**config.mk**
```make
export PLATFORM = sky130hd
export DESIGN_NAME = mem_access_arbiter
export DESIGN_NICKNAME = d
export VERILOG_FILES = /design/src/rtl/mem_ctl_pkg.sv /design/src/rtl/mem_bound_check.sv /design/src/rtl/mem_access_arbiter.sv
export SDC_FILE = /design/constraint.sdc
export NUM_CORES = 1
export LEC_CHECK = 0
export BUFFER_PORTS_ARGS = -buffer_cell sky130_fd_sc_hd__buf_2
export CORE_MARGIN = 4
export CORE_UTILIZATION = 35
export CTS_CLUSTER_SIZE = 40
export DETAILED_ROUTE_END_ITERATION = 16
export SYNTH_ARGS = -nofsm -noshare
export SYNTH_HDL_FRONTEND = slang
export SYNTH_SLANG_ARGS = --single-unit
```
**constraint.sdc**
```tcl
create_clock -name clk -period 3.91 [get_ports clk]
set_input_delay 0.782 -clock clk [delete_from_list [all_inputs] [get_ports clk]]
set_output_delay 0.782 -clock clk [all_outputs]
set_load 0.05 [all_outputs]
```
**src/rtl/mem_ctl_pkg.sv**
```systemverilog
// Shared encodings for the data-memory access arbiter: decoder size controls,
// arbiter FSM states and requester source select.
package mem_ctl_pkg;

  localparam logic [1:0] CTL_BYTE = 2'd0;
  localparam logic [1:0] CTL_HALF = 2'd1;
  localparam logic [1:0] CTL_WORD = 2'd2;
  localparam logic [1:0] CTL_IDLE = 2'd3;

  localparam logic SRC_PIPE = 1'b0;
  localparam logic SRC_DBG  = 1'b1;

  typedef enum logic [1:0] {
    ST_IDLE   = 2'd0,
    ST_ACCESS = 2'd1,
    ST_DONE   = 2'd2
  } arb_state_t;

endpackage

```
**src/rtl/mem_bound_check.sv**
```systemverilog
// Combinational legality check for one data-memory access: size must be
// encodable, the byte address inside the memory, and naturally aligned.
module mem_bound_check
  import mem_ctl_pkg::*;
#(
  parameter int ADDR_W    = 32,
  parameter int MEM_WORDS = 1024
) (
  input  logic [1:0]        size,
  input  logic [ADDR_W-1:0] addr,
  output logic              valid
);

  localparam logic [ADDR_W:0] BOUND = (ADDR_W + 1)'(4 * MEM_WORDS);

  logic in_range;
  logic aligned;

  // One extra bit keeps the bound representable when it equals 2**ADDR_W.
  assign in_range = ({1'b0, addr} < BOUND);

  always_comb begin
    aligned = 1'b0;
    case (size)
      CTL_BYTE: aligned = 1'b1;
      CTL_HALF: aligned = ~addr[0];
      CTL_WORD: aligned = (addr[1:0] == 2'b00);
      default:  aligned = 1'b0;
    endcase
  end

  assign valid = in_range & aligned;

endmodule

```
**src/rtl/mem_access_arbiter.sv**
```systemverilog
// Shares the data-memory decoder port between the pipeline and the debug port,
// holding each access WAIT_CYCLES cycles; MEM_ARB_BOUND_CHECK_EN blocks illegal accesses.
module mem_access_arbiter
  import mem_ctl_pkg::*;
#(
  parameter int ADDR_W      = 32,
  parameter int MEM_WORDS   = 1024,
  parameter int WAIT_CYCLES = 2
) (
  input  logic              clk,
  input  logic              rstn,
  input  logic              pipe_req,
  input  logic              pipe_we,
  input  logic [1:0]        pipe_size,
  input  logic [ADDR_W-1:0] pipe_addr,
  input  logic              dbg_req,
  input  logic              dbg_we,
  input  logic [1:0]        dbg_size,
  input  logic [ADDR_W-1:0] dbg_addr,
  output logic [1:0]        mem_readctl,
  output logic [1:0]        mem_writectl,
  output logic [ADDR_W-1:0] mem_addr,
  output logic              mem_src,
  output logic              wrcheck,
  output logic              pipe_stall,
  output logic              pipe_done,
  output logic              dbg_done,
  output logic              oob_err
);

  localparam int CNT_W = $clog2(WAIT_CYCLES + 1);
  localparam logic [CNT_W-1:0] CNT_LOAD = CNT_W'(WAIT_CYCLES - 1);

  arb_state_t        state_q, state_nxt;
  logic [CNT_W-1:0]  cnt_q, cnt_nxt;
  logic              we_q, we_nxt;
  logic [1:0]        size_q, size_nxt;
  logic              last_q, last_nxt;
  logic [ADDR_W-1:0] addr_nxt;
  logic              src_nxt;
  logic [1:0]        readctl_nxt, writectl_nxt;
  logic              wrcheck_nxt, pdone_nxt, ddone_nxt, oob_nxt;

  logic              grant_src;
  logic              req_we;
  logic [1:0]        req_size;
  logic [ADDR_W-1:0] req_addr;
  logic              req_valid;

  // Pipeline wins unless only debug asks or the pipeline had the last grant.
  assign grant_src = (pipe_req && (!dbg_req || last_q == SRC_DBG)) ? SRC_PIPE : SRC_DBG;
  assign req_we    = (grant_src == SRC_PIPE) ? pipe_we   : dbg_we;
  assign req_size  = (grant_src == SRC_PIPE) ? pipe_size : dbg_size;
  assign req_addr  = (grant_src == SRC_PIPE) ? pipe_addr : dbg_addr;

`ifdef MEM_ARB_BOUND_CHECK_EN
  mem_bound_check #(
    .ADDR_W   (ADDR_W),
    .MEM_WORDS(MEM_WORDS)
  ) u_bound_check (
    .size (req_size),
    .addr (req_addr),
    .valid(req_valid)
  );
`else
  assign req_valid = 1'b1;
`endif

  assign pipe_stall = pipe_req & ~pipe_done;

  always_comb begin
    state_nxt    = state_q;
    cnt_nxt      = cnt_q;
    we_nxt       = we_q;
    size_nxt     = size_q;
    last_nxt     = last_q;
    addr_nxt     = mem_addr;
    src_nxt      = mem_src;
    readctl_nxt  = CTL_IDLE;
    writectl_nxt = CTL_IDLE;
    wrcheck_nxt  = 1'b0;
    pdone_nxt    = 1'b0;
    ddone_nxt    = 1'b0;
    oob_nxt      = 1'b0;

    case (state_q)
      ST_IDLE: begin
        if (pipe_req || dbg_req) begin
          we_nxt   = req_we;
          size_nxt = req_size;
          addr_nxt = req_addr;
          src_nxt  = grant_src;
          last_nxt = grant_src;
          if (req_valid) begin
            state_nxt = ST_ACCESS;
            cnt_nxt   = CNT_LOAD;
            if (req_we) begin
              writectl_nxt = req_size;
              wrcheck_nxt  = 1'b1;
            end else begin
              readctl_nxt  = req_size;
            end
          end else begin
            state_nxt = ST_DONE;
            pdone_nxt = (grant_src == SRC_PIPE);
            ddone_nxt = (grant_src == SRC_DBG);
            oob_nxt   = 1'b1;
          end
        end
      end

      ST_ACCESS: begin
        if (cnt_q == '0) begin
          state_nxt = ST_DONE;
          pdone_nxt = (mem_src == SRC_PIPE);
          ddone_nxt = (mem_src == SRC_DBG);
        end else begin
          cnt_nxt = cnt_q - 1'b1;
          if (we_q) begin
            writectl_nxt = size_q;
            wrcheck_nxt  = 1'b1;
          end else begin
            readctl_nxt  = size_q;
          end
        end
      end

      ST_DONE: state_nxt = ST_IDLE;

      default: state_nxt = ST_IDLE;
    endcase
  end

  // Outputs are registered from next-state values so controls line up with ACCESS.
  always_ff @(posedge clk or negedge rstn) begin
    if (!rstn) begin
      state_q      <= ST_IDLE;
      cnt_q        <= '0;
      we_q         <= 1'b0;
      size_q       <= CTL_IDLE;
      last_q       <= SRC_DBG;
      mem_addr     <= '0;
      mem_src      <= SRC_PIPE;
      mem_readctl  <= CTL_IDLE;
      mem_writectl <= CTL_IDLE;
      wrcheck      <= 1'b0;
      pipe_done    <= 1'b0;
      dbg_done     <= 1'b0;
      oob_err      <= 1'b0;
    end else begin
      state_q      <= state_nxt;
      cnt_q        <= cnt_nxt;
      we_q         <= we_nxt;
      size_q       <= size_nxt;
      last_q       <= last_nxt;
      mem_addr     <= addr_nxt;
      mem_src      <= src_nxt;
      mem_readctl  <= readctl_nxt;
      mem_writectl <= writectl_nxt;
      wrcheck      <= wrcheck_nxt;
      pipe_done    <= pdone_nxt;
      dbg_done     <= ddone_nxt;
      oob_err      <= oob_nxt;
    end
  end

endmodule

```
==> out/metrics.csv <==
stage,metric,value,unit
run_status,outcome,completed,
pwr,clkPwrFrac,0.118,
job,cap_violations,0,
drt,drt_wl_total,4780,um
worst_setup_path,crit_fanout,6,
placement,hpwl,3610,um
finish,nets,387,
pwr,switchingPower,1.37,mW
sta,timing.final.hold_violations,0,
worst_setup_path,arrival,1.38,ns
floorplan,die_w,87.1,um
global_route,grt_max_degree,49,
finish,final_cell_area,0.00288,mm^2
global_route,grt_pass1_wl,7780,um
pwr,p_per_area,926,mW/mm^2
logic_synthesis,syn-instance-count,201,
sta,fmax,0.462,GHz
drt,drtIter0Drc,44,
finish,antennaDiodeCount,0,
global_route,grt_pass1_vias,1773,
sta,post-route-period-util,0.553,
logic_synthesis,yosysTopAreaCellShare,0.468,
cts,clock-sinks,48,
pwr,power_frac_comb,0.555,
sta,slew_violations,0,
logic_synthesis,syn-cell-area,0.00219,mm^2
drt,firstDrtPassIters,4,
drt,wire_per_inst,12.3,um
sta,fin_tns_setup,0,ns
logic_synthesis,yosysWarnings,0,
worst_setup_path,crit_type,in -> out,
floorplan,initial_core_util,0.366,
logic_synthesis,synth_fp_nets,276,
placement,post_dp_cell_area,0.00278,mm^2
floorplan,die-area,0.00759,mm^2
global_route,grt_usage,0.128,
floorplan,ios,116,
floorplan,core.rowCount,28,
pwr,p_sw_frac,0.514,
logic_synthesis,synth_area_per_cell,10.9,um^2
logic_synthesis,ys_seq_elements,48,
cts,clockRootBuffer,clkbuf_8,
cts,cts_max_level,2,
placement,globalplace.congestion,0.699,
sta,skew,0.00545,ns
worst_setup_path,cp.required,3.13,ns
worst_setup_path,ff2ff_path_depth,4,
global_route,antenna_found_initial,0,
logic_synthesis,synth_top_cells_by_area,"dfrtp_1, mux2i_1, dfstp_2",
drt,avgViaCountPerCell,4.53,
worst_setup_path,slowest_delay,0.27,ns
sta,rsz0062_at_grt,no,
cts,clk_latency,0.29,ns
pwr,intPower,1.29,mW
sta,setup_viol,0,
floorplan,core_area,0.00599,mm^2
cts,cts_tree,done,
cts,post-cts-setup-buffers,0,
drt,num_vias,1759,
finish,layout-drive-gt1-share,0.428,
sta,worstMarginPinSlew,1.03,ns
cts,clockBufferDepth,2,
finish,n_fill_cell,589,
pwr,p_seq_frac,0.327,
logic_synthesis,synth_seq_area_share,0.552,
pwr,cellLeakagePower,1.55,nW
worst_setup_path,end_kind,output pin,
drt,postRouteAntennaNets,0,
logic_synthesis,ys_types,30,
cts,cts_inserted_buffers,5,
sta,slew_headroom,0.311,
sta,finalCriticalPeriod,2.16,ns
pwr,vdd_drop_max,364,uV
logic_synthesis,synth_largest_area_cell,dfrtp_1,
floorplan,die_h,87.1,um
cts,clkTransAtPathRegs,0.08,ns
finish,utilization,0.480,
cts,hold_buffers,0,
hold_path,min_path_cells,1,
worst_setup_path,path_common_cell,buf_2,
global_route,gr-total-overflow,0,
finish,area_delta_synth_final,31.3,%
worst_setup_path,critPathSlowestCell,buf_2,
placement,io_buffers,114,
worst_setup_path,start_kind,input pin,
hold_path,hold_path.class,reg -> reg,
drt,drc,0,
worst_setup_path,cp_cell_sequence,buf_2 -> nor2b_1 -> buf_2,
cts,ctsResizeCount,0,
[path summary, 6_finish.rpt]
path,from,slack (ns),to
min,mem_src,0.47,pipe_done
max,pipe_req,1.75,pipe_stall
min in group asynchronous,rstn,0.65,mem_addr[18]
max in group asynchronous,rstn,2.60,mem_addr[3]
max reg2reg,last_q,2.08,wrcheck
min reg2reg,mem_src,0.47,pipe_done
[worst max-delay path, delay by kind of cell]
kind	cells	cell delay, ns
buffers and inverters	2	0.44
and+or+nand+nor	1	0.15
[layout by cell type, fill, tap and decap left out, drive strengths merged]
cell	instances
a211o	2
o21ai	35
nor2	8
nand2	37
nor2b	3
or3b	1
mux2i	33
buf	116
nor3b	1
nand2b	1
clkbuf	8
nor3	3
inv	2
dfrtp	41
a31oi	2
o22a	2
and3b	1
ha	1
conb	1
o21a	3
a21oi	3
and2	1
o22ai	1
dfstp	7
[state kept, by name (all words and copies together), names as in the netlist]
register and cells:
last_q 1, we_q 1, mem_src 1, pipe_done 1
mem_addr 32, cnt_q 2, mem_readctl 2, wrcheck 1
state_q 2, dbg_done 1, mem_writectl 2, size_q 2
[Yosys cell counts, drive strengths merged]
library cell,n
or3b,1
nor3,3
nand2b,1
a211o,2
nor2,8
nor3b,1
buf,7
o21ai,35
and2,1
o22a,2
a31oi,2
ha,1
mux2i,33
dfrtp,41
inv,2
nor2b,3
nand2,37
conb,1
o22ai,1
and3b,1
o21a,3
dfstp,7
clkbuf,5
a21oi,3
[logic make-up (layout without fill, tap and decap cells)]
kind of cell / Yosys count / in the layout / share of synthesized area
muxes: 33 / 33 / 0.151
other: 1 / 1 / 0.00171
AOI/OAI and AO/OA: 48 / 48 / 0.123
and+or+nand+nor: 56 / 56 / 0.117
DFF: 48 / 48 / 0.552
adders and majority gates: 1 / 1 / 0.00571
buffers and inverters: 14 / 126 / 0.0497
[power groups by stage]
stage                     Combinational (mW)  Sequential [mW]  Clock [mW]
after floorplan                        0.475             1.56           0
after global placement                  1.48            0.884           0
after detailed placement                1.50            0.885           0
after global routing                    1.60            0.906       0.345
after CTS                               1.50            0.877       0.326
final                                   1.48            0.872       0.313
[routing by layer]
metal	track usage	share of wire
met4	0.0418	0.013
met2	0.224	0.50
met1	0.152	0.41
met5	0	0
met3	0.0360	0.084
[per-stage QoR]
| step | instances | worst slack (ns) | hold WS (ns) | power, mW |
|---|---|---|---|---|
| 6_report | 388 | 1.75 | 0.471 | 2.66 |
| 5_1_grt | 388 | 1.62 | 0.502 | 2.85 |
| 4_1_cts | 388 | 1.76 | 0.473 | 2.70 |
| 3_5_place_dp | 380 | 1.46 | 0.457 | 2.39 |
| 3_3_place_gp | 380 | 1.53 | 0.452 | 2.36 |
| 2_1_floorplan | 201 | 1.64 | 0.445 | 2.04 |
[final cells by class]
| class | instances | area (um^2) | share of cell area |
|---|---|---|---|
| sequential | 48 | 1210 | 0.421 |
| multi-input combinational | 139 | 880 | 0.306 |
| clock buffer | 8 | 100 | 0.0348 |
| inverter | 2 | 7.51 | 0.00261 |
| timing repair buffer | 116 | 586 | 0.204 |
| tap | 75 | 93.8 | 0.0326 |
(Power assumes the default switching activity.)
